**config.mk**
```make
export PLATFORM = sky130hd
export DESIGN_NAME = spi_cmd_sequencer
export DESIGN_NICKNAME = d
export VERILOG_FILES = /design/src/rtl/spi_cmd_sequencer.sv
export SDC_FILE = /design/constraint.sdc
export NUM_CORES = 1
export LEC_CHECK = 0
export CAP_MARGIN = 20
export CORE_ASPECT_RATIO = 0.75
export CORE_MARGIN = 4
export CORE_UTILIZATION = 50
export DETAILED_ROUTE_END_ITERATION = 12
export GPL_ROUTABILITY_DRIVEN = 0
export PLACE_DENSITY = 0.8
export SKIP_LAST_GASP = 1
export SYNTH_ARGS = -nofsm -noshare
export SYNTH_HDL_FRONTEND = slang
export SYNTH_SLANG_ARGS = --single-unit
```
**constraint.sdc**
```tcl
create_clock -name i_Clk -period 2.2 [get_ports i_Clk]
set_input_delay 0.44 -clock i_Clk [delete_from_list [all_inputs] [get_ports i_Clk]]
set_output_delay 0.44 -clock i_Clk [all_outputs]
set_load 0.005 [all_outputs]
```
**src/rtl/spi_cmd_sequencer.sv**
```systemverilog
// SPI command sequencer: frames SPI bytes into STATUS/WRITE/READ/START commands.
// Optional macro SPI_CMD_SEQ_AUTO_INC_EN enables address auto-increment for burst access.
module spi_cmd_sequencer #(
  parameter int          ADDR_W     = 6,
  parameter int          RD_TIMEOUT = 16,
  parameter logic [7:0]  ERR_BYTE   = 8'hEE
) (
  input  logic              i_Clk,
  input  logic              i_Rst_L,
  input  logic              i_SPI_CS_n,
  input  logic              i_RX_DV,
  input  logic [7:0]        i_RX_Byte,
  output logic              o_TX_DV,
  output logic [7:0]        o_TX_Byte,
  output logic              o_Reg_Wr,
  output logic              o_Reg_Rd,
  output logic [ADDR_W-1:0] o_Reg_Addr,
  output logic [7:0]        o_Reg_WData,
  input  logic [7:0]        i_Reg_RData,
  input  logic              i_Reg_RValid,
  output logic              o_Start,
  input  logic              i_Busy,
  input  logic              i_Done,
  output logic              o_Err
);

  localparam int CNT_W = $clog2(RD_TIMEOUT + 1);

  typedef enum logic [3:0] {
    S_IDLE, S_CMD, S_STAT, S_WR_DATA, S_RD_REQ,
    S_RD_WAIT, S_TX_LOAD, S_RD_ARM, S_ERR, S_SINK
  } state_t;

  state_t            state_q, state_d;
  logic              cs_s1_q, cs_s1_d;
  logic              cs_s2_q, cs_s2_d;
  logic              cs_prev_q, cs_prev_d;
  logic [ADDR_W-1:0] addr_q, addr_d;
  logic [CNT_W-1:0]  cnt_q, cnt_d;
  logic              tx_dv_q, tx_dv_d;
  logic [7:0]        tx_byte_q, tx_byte_d;
  logic              reg_wr_q, reg_wr_d;
  logic [7:0]        wdata_q, wdata_d;
  logic              start_q, start_d;
  logic              done_q, done_d;
  logic              err_q, err_d;

  logic       cs_fall, cs_rise, done_clr;
  logic [7:0] status;

  always_comb begin
    cs_s1_d   = i_SPI_CS_n;
    cs_s2_d   = cs_s1_q;
    cs_prev_d = cs_s2_q;
    cs_fall   = cs_prev_q & ~cs_s2_q;
    cs_rise   = ~cs_prev_q & cs_s2_q;
    status    = {i_Busy, done_q, err_q, 5'b0};

    state_d   = state_q;
    addr_d    = addr_q;
    cnt_d     = cnt_q;
    tx_dv_d   = 1'b0;
    tx_byte_d = tx_byte_q;
    reg_wr_d  = 1'b0;
    wdata_d   = wdata_q;
    start_d   = 1'b0;
    done_d    = done_q;
    err_d     = err_q;
    done_clr  = 1'b0;

`ifdef SPI_CMD_SEQ_AUTO_INC_EN
    // Advance once the write strobe has been presented with the old address.
    if (reg_wr_q) addr_d = addr_q + ADDR_W'(1);
`endif

    if (cs_rise) begin
      state_d = S_IDLE;
    end else if (cs_fall) begin
      state_d   = S_CMD;
      tx_dv_d   = 1'b1;
      tx_byte_d = status;
    end else begin
      case (state_q)
        S_CMD: begin
          if (i_RX_DV) begin
            addr_d = i_RX_Byte[ADDR_W-1:0];
            case (i_RX_Byte[7:6])
              2'b00: begin
                state_d   = S_STAT;
                tx_dv_d   = 1'b1;
                tx_byte_d = status;
                err_d     = 1'b0;
              end
              2'b01: state_d = S_WR_DATA;
              2'b10: state_d = S_RD_REQ;
              default: begin
                state_d = S_SINK;
                if (!i_Busy) begin
                  start_d  = 1'b1;
                  done_clr = 1'b1;
                end else begin
                  err_d     = 1'b1;
                  tx_dv_d   = 1'b1;
                  tx_byte_d = ERR_BYTE;
                end
              end
            endcase
          end
        end
        S_STAT: begin
          if (i_RX_DV) begin
            tx_dv_d   = 1'b1;
            tx_byte_d = status;
          end
        end
        S_WR_DATA: begin
          if (i_RX_DV) begin
            reg_wr_d = 1'b1;
            wdata_d  = i_RX_Byte;
          end
        end
        S_RD_REQ: begin
          cnt_d = '0;
          if (i_RX_DV) err_d = 1'b1;
          if (i_Reg_RValid) begin
            state_d   = S_TX_LOAD;
            tx_dv_d   = 1'b1;
            tx_byte_d = i_Reg_RData;
          end else begin
            state_d = S_RD_WAIT;
          end
        end
        S_RD_WAIT: begin
          cnt_d = cnt_q + CNT_W'(1);
          if (i_RX_DV) err_d = 1'b1;
          if (i_Reg_RValid) begin
            state_d   = S_TX_LOAD;
            tx_dv_d   = 1'b1;
            tx_byte_d = i_Reg_RData;
          end else if (cnt_q == CNT_W'(RD_TIMEOUT - 1)) begin
            state_d   = S_ERR;
            err_d     = 1'b1;
            tx_dv_d   = 1'b1;
            tx_byte_d = ERR_BYTE;
          end
        end
        S_TX_LOAD: begin
`ifdef SPI_CMD_SEQ_AUTO_INC_EN
          addr_d = addr_q + ADDR_W'(1);
`endif
          state_d = i_RX_DV ? S_RD_REQ : S_RD_ARM;
        end
        S_RD_ARM: begin
          // The dummy byte that shifted out the previous read triggers the next.
          if (i_RX_DV) state_d = S_RD_REQ;
        end
        S_ERR: begin
          if (i_RX_DV) begin
            tx_dv_d   = 1'b1;
            tx_byte_d = ERR_BYTE;
          end
        end
        S_IDLE, S_SINK: ;
        default: state_d = S_IDLE;
      endcase
    end

    // A completion arriving with an accepted START leaves the flag set.
    if (i_Done)        done_d = 1'b1;
    else if (done_clr) done_d = 1'b0;
  end

  // CS sync flops reset low so a CS held low across reset never looks like a
  // new frame start; CS must rise and fall again.
  always_ff @(posedge i_Clk or negedge i_Rst_L) begin
    if (!i_Rst_L) begin
      state_q   <= S_IDLE;
      cs_s1_q   <= 1'b0;
      cs_s2_q   <= 1'b0;
      cs_prev_q <= 1'b0;
      addr_q    <= '0;
      cnt_q     <= '0;
      tx_dv_q   <= 1'b0;
      tx_byte_q <= 8'h00;
      reg_wr_q  <= 1'b0;
      wdata_q   <= 8'h00;
      start_q   <= 1'b0;
      done_q    <= 1'b0;
      err_q     <= 1'b0;
    end else begin
      state_q   <= state_d;
      cs_s1_q   <= cs_s1_d;
      cs_s2_q   <= cs_s2_d;
      cs_prev_q <= cs_prev_d;
      addr_q    <= addr_d;
      cnt_q     <= cnt_d;
      tx_dv_q   <= tx_dv_d;
      tx_byte_q <= tx_byte_d;
      reg_wr_q  <= reg_wr_d;
      wdata_q   <= wdata_d;
      start_q   <= start_d;
      done_q    <= done_d;
      err_q     <= err_d;
    end
  end

  assign o_TX_DV     = tx_dv_q;
  assign o_TX_Byte   = tx_byte_q;
  assign o_Reg_Wr    = reg_wr_q;
  assign o_Reg_Rd    = (state_q == S_RD_REQ);
  assign o_Reg_Addr  = addr_q;
  assign o_Reg_WData = wdata_q;
  assign o_Start     = start_q;
  assign o_Err       = err_q;

endmodule

```
==> run_results.csv, run 1 <==
group,metric,value,unit
route,post_drt_wl_per_cell,15.91,µm
clock_network,htree_num_levels,2,
final_layout,diodes,0,
synth,synth_edf_count,0,
setup_path,crit_required,2.39,ns
synth,yosysMostFrequentCell,"dfrtp_1",
synth,syn_inst,209,
synth,synth_commonest_cells,"39 x dfrtp_1, 14 x mux2_2, 13 x inv_1, 13 x nand2_1, 13 x nor2_1",
setup_path,slowest_delay,0.56,ns
timing,skew,0.004079,ns
setup_path,crit_chain,"buf_4, buf_4, nor3b_4, o21ai_0, a2111o_2, mux2_4",
final_layout,area_growth,39.83,%
setup_path,worstRegToRegCells,6,
clock_network,cts_made_buffers,5,
flow_run,timing.max_cap.violations,0,
synth,yosys-top-cells-area,"dfrtp_1 45%, mux2_2 7.2%, ha_1 4.6%",
global_routing,overflow,0,
setup_path,cp-start-kind,"flop",
synth,avgSynthCellArea,10.48,µm²
timing,fin_crit_sh,0.9611,
clock_network,clk_pin_slew_worst_paths,0.08,ns
route,routed_wl,5425,µm
final_layout,seq_area,978.4,µm²
final_layout,multiInputGateArea,0.001116,mm²
global_routing,grt_pass1_vias,1889,
placed_design,portBuffers,49,
synth,yosysTopAreaCell,"dfrtp_1",
synth,ys_ff_latch,39,
timing,fmax,472.9,MHz
setup_path,crit_type,"flop to flop",
die,die_w,84.41,µm
route,first_pass_iters,4,
die,io_pins,50,
final_layout,drive_gt1_frac,0.2448,
route,drt_iter0_drc,173,
clock_network,clock_path_buffers,2,
min_path,hold_path_class,"primary input to async pin",
global_routing,grt_max_degree,40,
setup_path,r2r_setup_slack,0.09,ns
placed_design,pre_cts_ws,-0.2784,ns
synth,synth.distinct_cells,44,
synth,ys_seq_area_frac,0.4457,
pwr,p_leak,0.001395,µW
route,via_count,1882,
setup_path,crit_top_cell,"buf_4",
global_routing,antenna_found_initial,0,
synth,netlist_area,0.002190,mm²
clock_network,clk_latency,0.30,ns
setup_path,crit_slowest_cell,"a2111o_2",
setup_path,r2r_end,"o_TX_Byte[6]",
clock_network,cts_tree,"yes",
timing,hold_viol_final,0,
setup_path,reg2reg_from,"state_q[1]",
synth,synth_top_area_share,0.4457,
pwr,peakVddDrop,0.0006926,V
route,drtAntennaViolNets,0,
die,die_area,0.005513,mm²
synth,yosys_warnings,0,
setup_path,critPathCaptureType,"flop",
timing,report.final.slew_viol_count,0,
setup_path,critPathMaxFanout,8,
final_layout,final_nets,316,
setup_path,critical_path_arrival,2.30,ns
final_layout,fillers,304,
pwr,powerDensity,986.7,mW/mm²
placed_design,place_hpwl,4085,µm
die,start_util,0.5303,
route,drc,0,
timing,rsz0062_at_grt,"false",
clock_network,cts-root-buf,"clkbuf_8",
route,via_per_inst,5.519,
clock_network,clock_sinks,39,
timing,setup_violations,0,
timing,worstMarginPinSlew,0.8464,ns
final_layout,utilization,0.7415,
status,status,"completed",
global_routing,track_usage,0.2143,
synth,ys_async_sr_fraction,1.000,
synth,synth_ff_type,"dfrtp_1",
timing,maxSlewHeadroom,0.4358,
die,core_area,0.004129,mm²
die,row_count,20,
synth,syn_nets,240,
die,die_h,65.31,µm
timing,setup_ws,0.08554,ns
timing,period_needed,2.114,ns
global_routing,grt_pass1_wl,9315,µm
sequential cells by signal (all words and copies together), names as in the netlist:
name,count
o_Reg_WData,8
o_TX_Byte,8
o_Reg_Addr,6
cnt_q,5
state_q,4
cs_prev_d,1
cs_prev_q,1
cs_s1_q,1
done_q,1
o_Err,1
o_Reg_Wr,1
o_Start,1
o_TX_DV,1
cell type report:
class	instances	share of cell area
clock buffer	5	0.02248
clock inverter	3	0.01430
inverter	13	0.01594
multi-input combinational	145	0.3645
sequential	39	0.3196
tap	55	0.02248
timing repair buffer	81	0.2407
metrics by stage:
| step | cell area [µm²] | instances | TNS (ns) | hold slack (ns) | total power [µW] |
|---|---|---|---|---|---|
| 2_1_floorplan | 2190 | 209 | 0 | 0.1444 | 1761 |
| 5_1_grt | 3062 | 341 | 0 | 0.3162 | 3215 |
| 6_report | 3062 | 341 | 0 | 0.2394 | 3021 |
| 3_3_place_gp | 2914 | 331 | -2.002 | 0.3355 | 2349 |
| 3_5_place_dp | 2914 | 331 | -2.143 | 0.3443 | 2384 |
| 4_1_cts | 3045 | 341 | 0 | 0.2665 | 3015 |
repair_timing:
item	4_1_cts	5_1_grt
gates resized for setup	4	4
setup buffers	2	0
hold buffers	0	0
pin swaps	0	1
setup endpoints to repair	1	9
metal layers:
metal,global-route usage,vias to the layer above,wire (µm)
met5,0,-,0
met4,0.06324,0,94
met3,0.07769,12,543
met2,0.3287,90,2319
met1,0.2869,882,2469
li1,-,898,-
placed cells by master (no fill, tap or decap), drive strengths merged, types with 2 or more instances in the layout:
cell type / Yosys / layout
ha: 8 / 8
or4: 2 / 2
nor3: 8 / 8
mux2i: 8 / 8
nor2b: 8 / 8
xnor2: 2 / 2
clkinv: 0 / 2
dfrtp: 39 / 39
o21bai: 2 / 2
o22ai: 2 / 2
and3: 2 / 2
inv: 13 / 13
a2111o: 2 / 2
nand2: 13 / 13
a21oi: 9 / 9
o21ai: 11 / 11
nor2: 13 / 13
a32o: 2 / 2
clkdlybuf4s50: 0 / 47
nand3: 6 / 6
a221oi: 3 / 3
buf: 6 / 33
mux2: 20 / 20
clkbuf: 6 / 5
a22o: 2 / 2
a21o: 2 / 2
nor3b: 6 / 6
how the worst max path moves through the flow:
stage	from	end	cells past startpoint
after global placement	i_RX_Byte[6]	o_TX_Byte[1]	7
after floorplan	cnt_q[0]	state_q[0]	7
after CTS	cnt_q[1]	o_TX_Byte[0]	8
after global routing	i_RX_Byte[6]	o_TX_Byte[4]	8
after detailed placement	i_RX_Byte[6]	o_TX_Byte[5]	7
final	state_q[1]	o_TX_Byte[6]	6
where the power goes:
| part | leakage (µW) | switching, µW | internal (µW) |
|---|---|---|---|
| sequential | 0.000494 | 123 | 905 |
| clock | 0.0000581 | 265 | 338 |
| combinational | 0.000843 | 571 | 819 |
cell families after synthesis:
group | after synthesis | synth area share
muxes | 28 | 0.1497
xor gates and xnor gates | 2 | 0.008001
DFF | 39 | 0.4457
AOI/OAI and AO/OA | 40 | 0.1240
buffers and inverters | 25 | 0.05314
and+or+nand+nor | 67 | 0.1737
adders and majority gates | 8 | 0.04572
worst max-delay path, delay by kind of cell (launching register included):
family | cells | cell delay, ns
muxes | 1 | 0.33
buffers and inverters | 2 | 0.33
and+or+nand+nor | 1 | 0.24
AOI/OAI and AO/OA | 2 | 0.69
DFF | 1 | 0.42
Power figures use the tool's default switching activity.
==> run 2, diff against run 1 <==
Settings changed: SKIP_LAST_GASP 1 to not set.
==> results of run 2 <==
Final layout, timing and power as in run 1 (identical DEF).
==> run 3, diff against run 2 <==
Settings changed: RECOVER_POWER set to 50.
==> run 3 against run 2 <==
Against the previous run:
- register-to-register slack hardly changed
- sequential cell count unchanged
- hold slack improved by 0.033 ns
- final cell count stayed put
- clock skew hardly changed
- critical endpoint unchanged
==> run_results.csv, run 3 (same netlist as run 1, synthesis figures left out) <==
group,metric,value,unit
pwr,peakVddDrop,0.0006904,V
timing,report.final.slew_viol_count,0,
setup_path,crit_required,2.39,ns
clock_network,clock_sinks,39,
clock_network,cts-root-buf,"clkbuf_8",
global_routing,track_usage,0.2143,
clock_network,cts_hold_buf,0,
clock_network,cts_made_buffers,5,
route,post_drt_wl_per_cell,15.89,µm
timing,maxSlewHeadroom,0.3686,
route,via_per_inst,5.531,
clock_network,clock_path_buffers,2,
timing,worst_hold_slack,0.2720,ns
final_layout,layout_common_cells,"37 x dfrtp_1, 36 x clkdlybuf4s50_1, 31 x buf_4, 14 x mux2_2",
min_path,hold_path_class,"primary input to async pin",
setup_path,critPathMaxFanout,8,
global_routing,grt_max_degree,40,
setup_path,critical_path_arrival,2.31,ns
placed_design,portBuffers,49,
setup_path,slowest_delay,0.56,ns
final_layout,area_growth,39.83,%
final_layout,fillers,304,
clock_network,clk_pin_slew_worst_paths,0.08,ns
setup_path,crit_buf_inv,2,
setup_path,crit_type,"flop to flop",
final_layout,drive_gt1_frac,0.2448,
die,start_util,0.5303,
die,die_area,0.005513,mm²
timing,setup_violations,0,
global_routing,grt_pass1_vias,1889,
setup_path,worstRegToRegCells,6,
placed_design,pre_cts_ws,-0.2784,ns
route,routed_wl,5419,µm
timing,worstMarginPinSlew,0.9471,ns
pwr,power,3000,µW
setup_path,critPathCaptureType,"flop",
setup_path,crit_chain,"buf_4, buf_4, nor3b_4, o21ai_0, a2111o_2, mux2_4",
final_layout,diodes,0,
route,drtAntennaViolNets,0,
timing,setup_ws,0.08512,ns
clock_network,htree_num_levels,2,
clock_network,cts_tree,"yes",
timing,fmax,472.8,MHz
pwr,p_leak,0.001416,µW
setup_path,cp.depth,6,
die,core_area,0.004129,mm²
setup_path,cp-start-kind,"flop",
route,first_pass_iters,4,
final_layout,final_nets,316,
placed_design,place_hpwl,4085,µm
timing,rsz0062_at_grt,"false",
final_layout,stdcell_area,0.003062,mm²
placed_design,place_area,0.002914,mm²
timing,hold_viol_final,0,
setup_path,crit_top_cell,"buf_4",
final_layout,final_common_cell,"dfrtp_1",
die,die_w,84.41,µm
setup_path,crit_slowest_cell,"a2111o_2",
status,status,"completed",
die,io_pins,50,
global_routing,grt_pass1_wl,9315,µm
die,row_count,20,
timing,period_needed,2.115,ns
global_routing,antenna_found_initial,0,
route,drc,0,
die,die_h,65.31,µm
clock_network,clk_latency,0.30,ns
route,drt_iter0_drc,173,
route,via_count,1886,
setup_path,path_delay_family,"compound AO/OA/AOI/OAI gates",
global_routing,overflow,0,
pwr,powerDensity,979.8,mW/mm²
timing,fin_crit_sh,0.9613,
flow_run,timing.max_cap.violations,0,
timing,skew,0.004100,ns
-- run 3: path summary, 6_finish.rpt --
kind / from / to / slack (ns)
max: state_q[1] / o_TX_Byte[6] / 0.09
min: i_Rst_L / done_q / 0.27
max reg2reg: state_q[1] / o_TX_Byte[6] / 0.09
min reg2reg: cs_s1_q / cs_prev_d / 0.36
max in group asynchronous: i_Rst_L / state_q[1] / 1.28
min in group i_Clk: cs_s1_q / cs_prev_d / 0.36
-- run 3: power by group --
group	total (µW)	switching, µW	internal, µW
Sequential	1030	121	905
Clock	603	265	338
Combinational	1370	571	800
-- run 3: through the flow --
| stage | std cells | setup TNS (ns) | utilization |
|---|---|---|---|
| floorplan | 209 | 0 | - |
| global placement | 331 | -2.002 | 0.7058 |
| detailed placement | 331 | -2.143 | 0.7058 |
| CTS | 341 | 0 | 0.7376 |
| global route | 341 | 0 | 0.7415 |
| finish | 341 | 0 | 0.7415 |
-- run 3: worst register-to-register path, delay by kind of cell (launching register included) --
family                 cells  cell delay (ns)
AO/OA/AOI/OAI              2             0.69
flip-flops                 1             0.42
buffers and inverters      2             0.33
multiplexers               1             0.33
AND/OR/NAND/NOR            1             0.24
-- run 3: what timing repair did --
item | 4_1_cts | 5_1_grt
buffers inserted | 2 | 0
endpoints found under the setup margin | 1 | 9
gates resized for setup | 4 | 4
pin swaps | 0 | 1
-- run 3: cell type report --
class	instances	area, µm²	share of cell area
Clock buffer	5	68.82	0.02248
Inverter	13	48.80	0.01594
Multi-Input combinational cell	145	1116	0.3645
Timing Repair Buffer	81	737.0	0.2407
Tap cell	55	68.82	0.02248
Clock inverter	3	43.79	0.01430
Sequential cell	39	978.4	0.3196
-- run 3: layer usage --
layer | routed length, µm | up-vias | global-route usage
met2 | 2319 | 93 | 0.3287
met5 | 0 | - | 0
met3 | 548 | 12 | 0.07769
li1 | - | 898 | -
met4 | 94 | 0 | 0.06324
met1 | 2456 | 883 | 0.2869
